<file path="src/rtl/fifo_drain_ctrl.sv">
// fifo_drain_ctrl: shadows FIFO occupancy from the write strobe and drains the FIFO
// into a 2-entry valid/ready output buffer, with level status and sticky error flags.
module fifo_drain_ctrl #(
  parameter int FIFO_DEPTH = 16,
  parameter int DATA_WIDTH = 8,
  parameter int LVL_W = $clog2(FIFO_DEPTH)
) (
  input  logic                  clk,
  input  logic                  rst_n,
  input  logic                  fifo_wr_n,
  output logic                  fifo_rd_n,
  input  logic [DATA_WIDTH-1:0] fifo_dout,
  input  logic                  fifo_over_flow,
  input  logic                  fifo_under_flow,
  input  logic                  en,
  output logic                  m_valid,
  input  logic                  m_ready,
  output logic [DATA_WIDTH-1:0] m_data,
  output logic [LVL_W-1:0]      level,
  output logic                  fifo_empty,
  output logic                  fifo_full,
  output logic                  err_overflow,
  output logic                  err_underflow,
  input  logic                  err_clr
);
  localparam logic [LVL_W-1:0] CNT_MAX = LVL_W'(FIFO_DEPTH - 1);
  logic [LVL_W-1:0] cnt;
  logic pend;
  logic [1:0] buf_cnt;
  logic [DATA_WIDTH-1:0] b0, b1;
  logic wr_acc, rd_acc, pop, push0, push1;
  logic [2:0] credit;
  logic [1:0] slot;
  // credit counts buffer entries still owed after this cycle's pop, including the in-flight read
  always_comb begin
    wr_acc = !fifo_wr_n && cnt != CNT_MAX;
    pop    = m_valid && m_ready;
    credit = {1'b0, buf_cnt} + {2'b0, pend} - {2'b0, pop};
    rd_acc = en && cnt != '0 && credit <= 3'd1;
    slot   = buf_cnt - {1'b0, pop};
    push0  = pend && slot == 2'd0;
    push1  = pend && slot == 2'd1;
  end
  assign fifo_rd_n  = !rd_acc;
  assign m_valid    = buf_cnt != 2'd0;
  assign m_data     = b0;
  assign level      = cnt;
  assign fifo_empty = cnt == '0;
  assign fifo_full  = cnt == CNT_MAX;
  always_ff @(posedge clk or negedge rst_n)
    if (!rst_n) begin
      cnt           <= '0;
      pend          <= 1'b0;
      buf_cnt       <= 2'd0;
      b0            <= '0;
      b1            <= '0;
      err_overflow  <= 1'b0;
      err_underflow <= 1'b0;
    end else begin
      cnt           <= cnt + LVL_W'(wr_acc) - LVL_W'(rd_acc);
      pend          <= rd_acc;
      buf_cnt       <= buf_cnt + {1'b0, pend} - {1'b0, pop};
      b0            <= push0 ? fifo_dout : pop ? b1 : b0;
      b1            <= push1 ? fifo_dout : b1;
      err_overflow  <= fifo_over_flow | (err_overflow & !err_clr);
      err_underflow <= fifo_under_flow | (err_underflow & !err_clr);
    end
endmodule

</file>
<file path="config.mk">
export PLATFORM = sky130hd
export DESIGN_NAME = fifo_drain_ctrl
export DESIGN_NICKNAME = d
export VERILOG_FILES = /design/src/rtl/fifo_drain_ctrl.sv
export SDC_FILE = /design/constraint.sdc
export NUM_CORES = 1
export LEC_CHECK = 0
export BUFFER_PORTS_ARGS = -buffer_cell sky130_fd_sc_hd__clkbuf_2
export CAP_MARGIN = 10
export CORE_MARGIN = 2
export CORE_UTILIZATION = 30
export CTS_BUF_LIST = sky130_fd_sc_hd__clkbuf_8
export CTS_CLUSTER_DIAMETER = 30
export DETAILED_ROUTE_END_ITERATION = 10
export PLACE_DENSITY = 0.51
export SLEW_MARGIN = 10
export SYNTH_ARGS = -nofsm -noshare
export SYNTH_HDL_FRONTEND = slang
export SYNTH_SLANG_ARGS = --single-unit
</file>
<file path="constraint.sdc">
create_clock -name clk -period 4.13 [get_ports clk]
set_input_delay 0.826 -clock clk [delete_from_list [all_inputs] [get_ports clk]]
set_output_delay 0.826 -clock clk [all_outputs]
set_load 0.02 [all_outputs]
</file>
### After elaboration in Yosys (flattened, before gate mapping)

Cells that the tools add are included.

| operators by class | value |
|---|---|
| bitwise operators | 4 |
| shift-type cells | 0 |
| $add $sub $neg | 7 |
| divide/modulo/power cells | 0 |
| muxes and demuxes | 2 |
| order comparisons | 1 |
| eq/ne operators | 3 |
| reductions and logical operators | 14 |
| multipliers | 0 |

Operators with widths:

| cell | count |
|---|---|
| $mux 8 | 2 |
| $logic_and 1x1->1 | 6 |
| $add 4x1->4 | 1 |
| $eq 4x4->1 const B | 1 |
| $logic_not 4->1 | 1 |
| $ne 4x4->1 const B | 1 |
| $reduce_bool 2->1 | 2 |
| $reduce_bool 4->1 | 1 |
| $sub 2x1->2 | 2 |
| $sub 4x1->4 | 1 |
| $add 2x1->3 | 1 |
| $le 3x1->1 const B | 1 |
| $logic_not 1->1 | 3 |
| $sub 3x1->3 | 1 |
| $add 2x1->2 | 1 |
| $and 1x1->1 | 2 |
| $eq 2x1->1 const B | 1 |
| $logic_not 2->1 | 1 |
| $or 1x1->1 | 2 |

| word-level totals | value |
|---|---|
| ROM bits | 0 |
| memories | 0 |
| word-level logic and storage cells | 38 |
| input port bits | 16 |
| latch bits | 0 |
| register bits | 25 |
| memory bits (writable) | 0 |
| output and inout port bits | 18 |

### Logic depth before layout (Yosys ltp)

| logic depth | value |
|---|---|
| word-level depth | 6 |
| mapped depth | 13 |
| gate-level depth less buffers | 13 |

### Least setup slack after synthesis

Ideal clock, no wire load.

| timing path | value |
|---|---|
| path kind | input to register |
| start | input m_ready |
| end | register cnt[3] (netlist: level[3]) |
| buffers on the path | 0 |
| required time | 4.051 ns |
| path slack | 0.409 ns |
| stages | 12 |
| arrival time | 3.642 ns |
| setup time | 0.079 ns |
| cells stage by stage | o21ai_2 > clkinv_1 > ha_1 > inv_1 > ha_1 > fa_1 > nor4b_4 > o21ai_0 > ha_1 > a21o_1 > a21oi_1 > xor2_1 |

| between the ends | value |
|---|---|
| longest elaborated chain between the ends | 5 |

Ends and longest elaborated chain:

| element | line | text |
|---|---|---|
| from (decl) | 17 | `input logic m_ready,` |
| $logic_and 1x1->1 | 37 | `pop = m_valid && m_ready;` |
| $sub 3x1->3 | 38 | `credit = {1'b0, buf_cnt} + {2'b0, pend} - {2'b0, pop};` |
| named net credit[1] | 32 | `logic [2:0] credit;` |
| $le 3x1->1 | 39 | `rd_acc = en && cnt != '0 && credit <= 3'd1;` |
| $logic_and 1x1->1 | 39 |  |
| named net rd_acc | 31 | `logic wr_acc, rd_acc, pop, push0, push1;` |
| $sub 4x1->4 | 60 | `cnt <= cnt + LVL_W'(wr_acc) - LVL_W'(rd_acc);` |
| to (signal assigned) | 60 |  |
| to (decl) | 27 | `logic [LVL_W-1:0] cnt;` |

The timed path passes the listed nets, and every way through them passes these cells.
A chain may end at the register's enable or synchronous reset.

### Worst setup path in the final report

| timing path | value |
|---|---|
| start | register buf_cnt[1] |
| end | output fifo_rd_n |

| between the ends | value |
|---|---|
| longest elaborated chain between the ends | 6 |
| elaborated cells between the ends (all ways) | 7 |
| those cells by class | add/sub: 2; order compare: 1; reduce/logical: 4 |

Ends and longest elaborated chain:

| element | line | text |
|---|---|---|
| from (decl) | 29 | `logic [1:0] buf_cnt;` |
| from (signal assigned) | 62 | `buf_cnt <= buf_cnt + {1'b0, pend} - {1'b0, pop};` |
| parallel branches: the longest is 2 deep, another holds $add 2x1->3 | n/a |  |
| $sub 3x1->3 (*) | 38 |  |
| named net credit[1] | 32 |  |
| $le 3x1->1 (*) | 39 |  |
| $logic_and 1x1->1 (*) | 39 |  |
| named net rd_acc | 31 |  |
| $logic_not 1->1 (*) | 44 | `assign fifo_rd_n = !rd_acc;` |
| to (decl) | 11 | `output logic fifo_rd_n,` |

Mark *: on every way through the listed nets, which the timed path passes.

==> results by group <==
Critical path
  • Critical-path top delay cell: fa_1
  • Worst Setup End Kind: output pin
  • CP peak stage delay: 0.52 ns
  • CP Cell Sequence: o21ai_2 -> clkinv_1 -> ha_1 -> inv_1 -> ha_1 -> fa_1 -> nor4b_4 -> inv_1 -> clkbuf_2
  • Critical Path RT: 3.30 ns
  • Worst EP arrival: 3.02 ns
  • Crit Path Class: reg -> out
  • Worst path bufs/invs: 4
  • CP top delay family: adder cells
  • Crit Path Max Fanout: 9
  • Worst setup SP type: flop

Global route
  • Vias in the first global route: 781
  • Total track usage: 0.1087
  • M3 GR Usage: 0.02365
  • Global-route wire length before repair: 3601 um
  • Aggregate global routing overflow: 0
  • Initial antenna violation count: 0
  • Grt met2 use: 0.1625
  • Global routing's busiest layer: met2
  • Met1 usage: 0.1535
  • Largest net degree at the start of global routing: 26

Timing
  • Clk_skew: 0.003038 ns
  • Hold slack final: 0.4835 ns
  • Setup TNS: 0 ns
  • Count of final max-slew check failures: 0
  • Endpoints failing setup: 0
  • Max transition margin: 0.5749
  • Worst slew pin tran: 0.6376 ns
  • RSZ-0062 raised after global routing: false
  • Fmax: 260.3 MHz
  • Tcrit/Tclk final: 0.9303
  • Final hold vios: 0
  • Tmin final: 3.842 ns

Drt
  • First-iteration detailed-routing DRC count: 35
  • DRC viols: 0
  • Avg Vias per Cell: 4.351
  • Average wire per standard cell: 11.63 um
  • Post-route ant nets: 0
  • DRT Wirelength: 2187 um
  • Drt pass-1 iters: 4
  • Via Count: 818

Power and ir drop
  • VDD IR max: 338.3 uV
  • Leak Pwr: 0.7477 nW
  • Pwr/cell area: 760.1 nW/um^2

Place
  • DPL Wire Length: 1698 um
  • GPL Wtd Cong: 0.7129
  • Port Buf Inserts: 33

Hold path
  • HP Class: reg -> reg

Layout
  • # diodes: 0
  • Area Growth Syn to Fin: 23.00%
  • Area of the multi-input gates: 518.0 um^2
  • Fill count: 401
  • Sequential standard cell area: 625.6 um^2
  • Layout cells sized above 1: 0.3429
  • Most common cell after layout, fill and taps aside: clkbuf_2
  • Most frequent cells in the layout: 33 x clkbuf_2, 25 x dfrtp_1, 17 x nand2_1
  • Nets: 167

Clocking
  • TritonCTS Buffers: 3
  • Reg clk slew, reported paths: 0.08 ns
  • TritonCTS clock tree: yes
  • Post CTS Setup Buffer Count: 0
  • H-tree depth: 1
  • # hold bufs at CTS: 0
  • CTS Buffer Depth: 2
  • Sink Count: 25
  • PostCTS Resize Cnt: 0
  • Clk_lat worst skew: 0.26 ns
  • Clock Tree Root: clkbuf_8

Synth
  • Synthesized area: 1186 um^2
  • Post-Synthesis Cells: 103
  • Syn Area/Cell: 11.52 um^2
  • Synth Warn #: 0
  • Syn Nets: 129
  • Synth cell types: 21
  • Seq cells post-synth: 25
  • Post-synthesis sequential area ratio: 0.5274

Floorplanning
  • Die area: 4473 um^2
  • Std-Cell Rows: 22
  • Die Width: 66.88 um
  • CORE AREA: 3744 um^2
  • Starting Density: 0.3168
  • Die Height: 66.88 um
  • IO Count: 34

Status
  • Status: finished, final reports clean

Run
  • MaxCap Viol Count: 0
metrics by stage:
stage / utilization / area, um^2 / cells / worst slack, ns / power (mW)
2_1_floorplan: - / 1186 / 103 / 0.4086 / 0.8282
6_report: 0.3897 / 1459 / 188 / 0.2879 / 1.109
5_1_grt: 0.3897 / 1459 / 188 / 0.1003 / 1.213
3_5_place_dp: 0.3777 / 1414 / 184 / 0.2008 / 0.9883
3_3_place_gp: 0.3777 / 1414 / 184 / 0.2830 / 0.9719
4_1_cts: 0.3897 / 1459 / 188 / 0.2532 / 1.130
logic make-up after synthesis:
| logic type | Yosys count | synth area share |
|---|---|---|
| fa+ha+maj | 10 | 0.1181 |
| flops | 25 | 0.5274 |
| buf+inv | 11 | 0.03586 |
| mux | 8 | 0.07595 |
| simple gates | 31 | 0.1361 |
| compound gates | 14 | 0.07700 |
| xor+xnor | 4 | 0.02954 |
registers in the layout, summed over array words and instances, names as in the netlist:
signal         cells
buf_cnt            2
m_data             8
err_underflow      1
pend               1
b1                 8
level              4
err_overflow       1
per-layer routing:
layer,wire [um],up-vias
met5,0,-
met4,29,0
met3,133,4
met2,958,23
met1,1065,372
li1,-,419
where the power goes:
| group | leakage [nW] | internal, mW | switching [mW] | total (mW) |
|---|---|---|---|---|
| logic | 0.416 | 0.230 | 0.314 | 0.544 |
| clock network | 0.0269 | 0.0664 | 0.0725 | 0.139 |
| registers | 0.305 | 0.358 | 0.0680 | 0.426 |
| total | 0.748 | 0.655 | 0.454 | 1.11 |
final cells by class:
| cell class | count | share of cell area |
|---|---|---|
| multi-input combinational | 67 | 0.3551 |
| clock buffer | 3 | 0.02830 |
| clock inverter | 1 | 0.002573 |
| sequential | 25 | 0.4288 |
| tap | 48 | 0.04117 |
| timing repair buffer | 34 | 0.1184 |
| inverter | 10 | 0.02573 |
path summary, 6_finish.rpt:
kind | from | depth (start not counted) | endpoint | slack (ns)
setup / recovery | buf_cnt[1]$_DFF_PN0_ | 9 | fifo_rd_n | 0.29
max in group asynchronous | rst_n | 1 | err_overflow$_DFF_PN0_ | 3.15
hold reg to reg | err_overflow$_DFF_PN0_ | 1 | err_overflow$_DFF_PN0_ | 0.48
hold / removal | err_overflow$_DFF_PN0_ | 1 | err_overflow$_DFF_PN0_ | 0.48
min in group asynchronous | rst_n | 1 | m_data[7]$_DFFE_PN0P_ | 0.57
setup reg to reg | buf_cnt[1]$_DFF_PN0_ | 12 | level[3]$_DFF_PN0_ | 0.50
synth_stat cells (all sizes together):
| library cell | number | area [um^2] |
|---|---|---|
| nor4b | 1 | 23.77 |
| ha | 8 | 100.1 |
| nor2 | 9 | 33.78 |
| xor2 | 3 | 26.28 |
| nand3b | 1 | 7.510 |
| nand2 | 17 | 63.81 |
| xnor2 | 1 | 8.760 |
| a21oi | 1 | 5.000 |
| dfrtp | 25 | 625.6 |
| a21o | 3 | 22.52 |
| inv | 9 | 33.78 |
| and3 | 1 | 6.260 |
| o21ai | 2 | 13.76 |
| buf | 1 | 5.000 |
| fa | 2 | 40.04 |
| a31oi | 8 | 50.05 |
| nor3b | 2 | 26.28 |
| mux2 | 8 | 90.09 |
| clkinv | 1 | 3.750 |
worst reg2reg max path, delay by kind of cell (launching register included):
kind,cells,cell delay (ns)
AO/OA/AOI/OAI,4,0.98
XOR/XNOR,1,0.15
adder cells (fa/ha/maj),4,1.40
buffers and inverters,2,0.23
flip-flops,1,0.43
AND/OR/NAND/NOR,1,0.37
No activity file was read; power rests on OpenSTA's default activity.
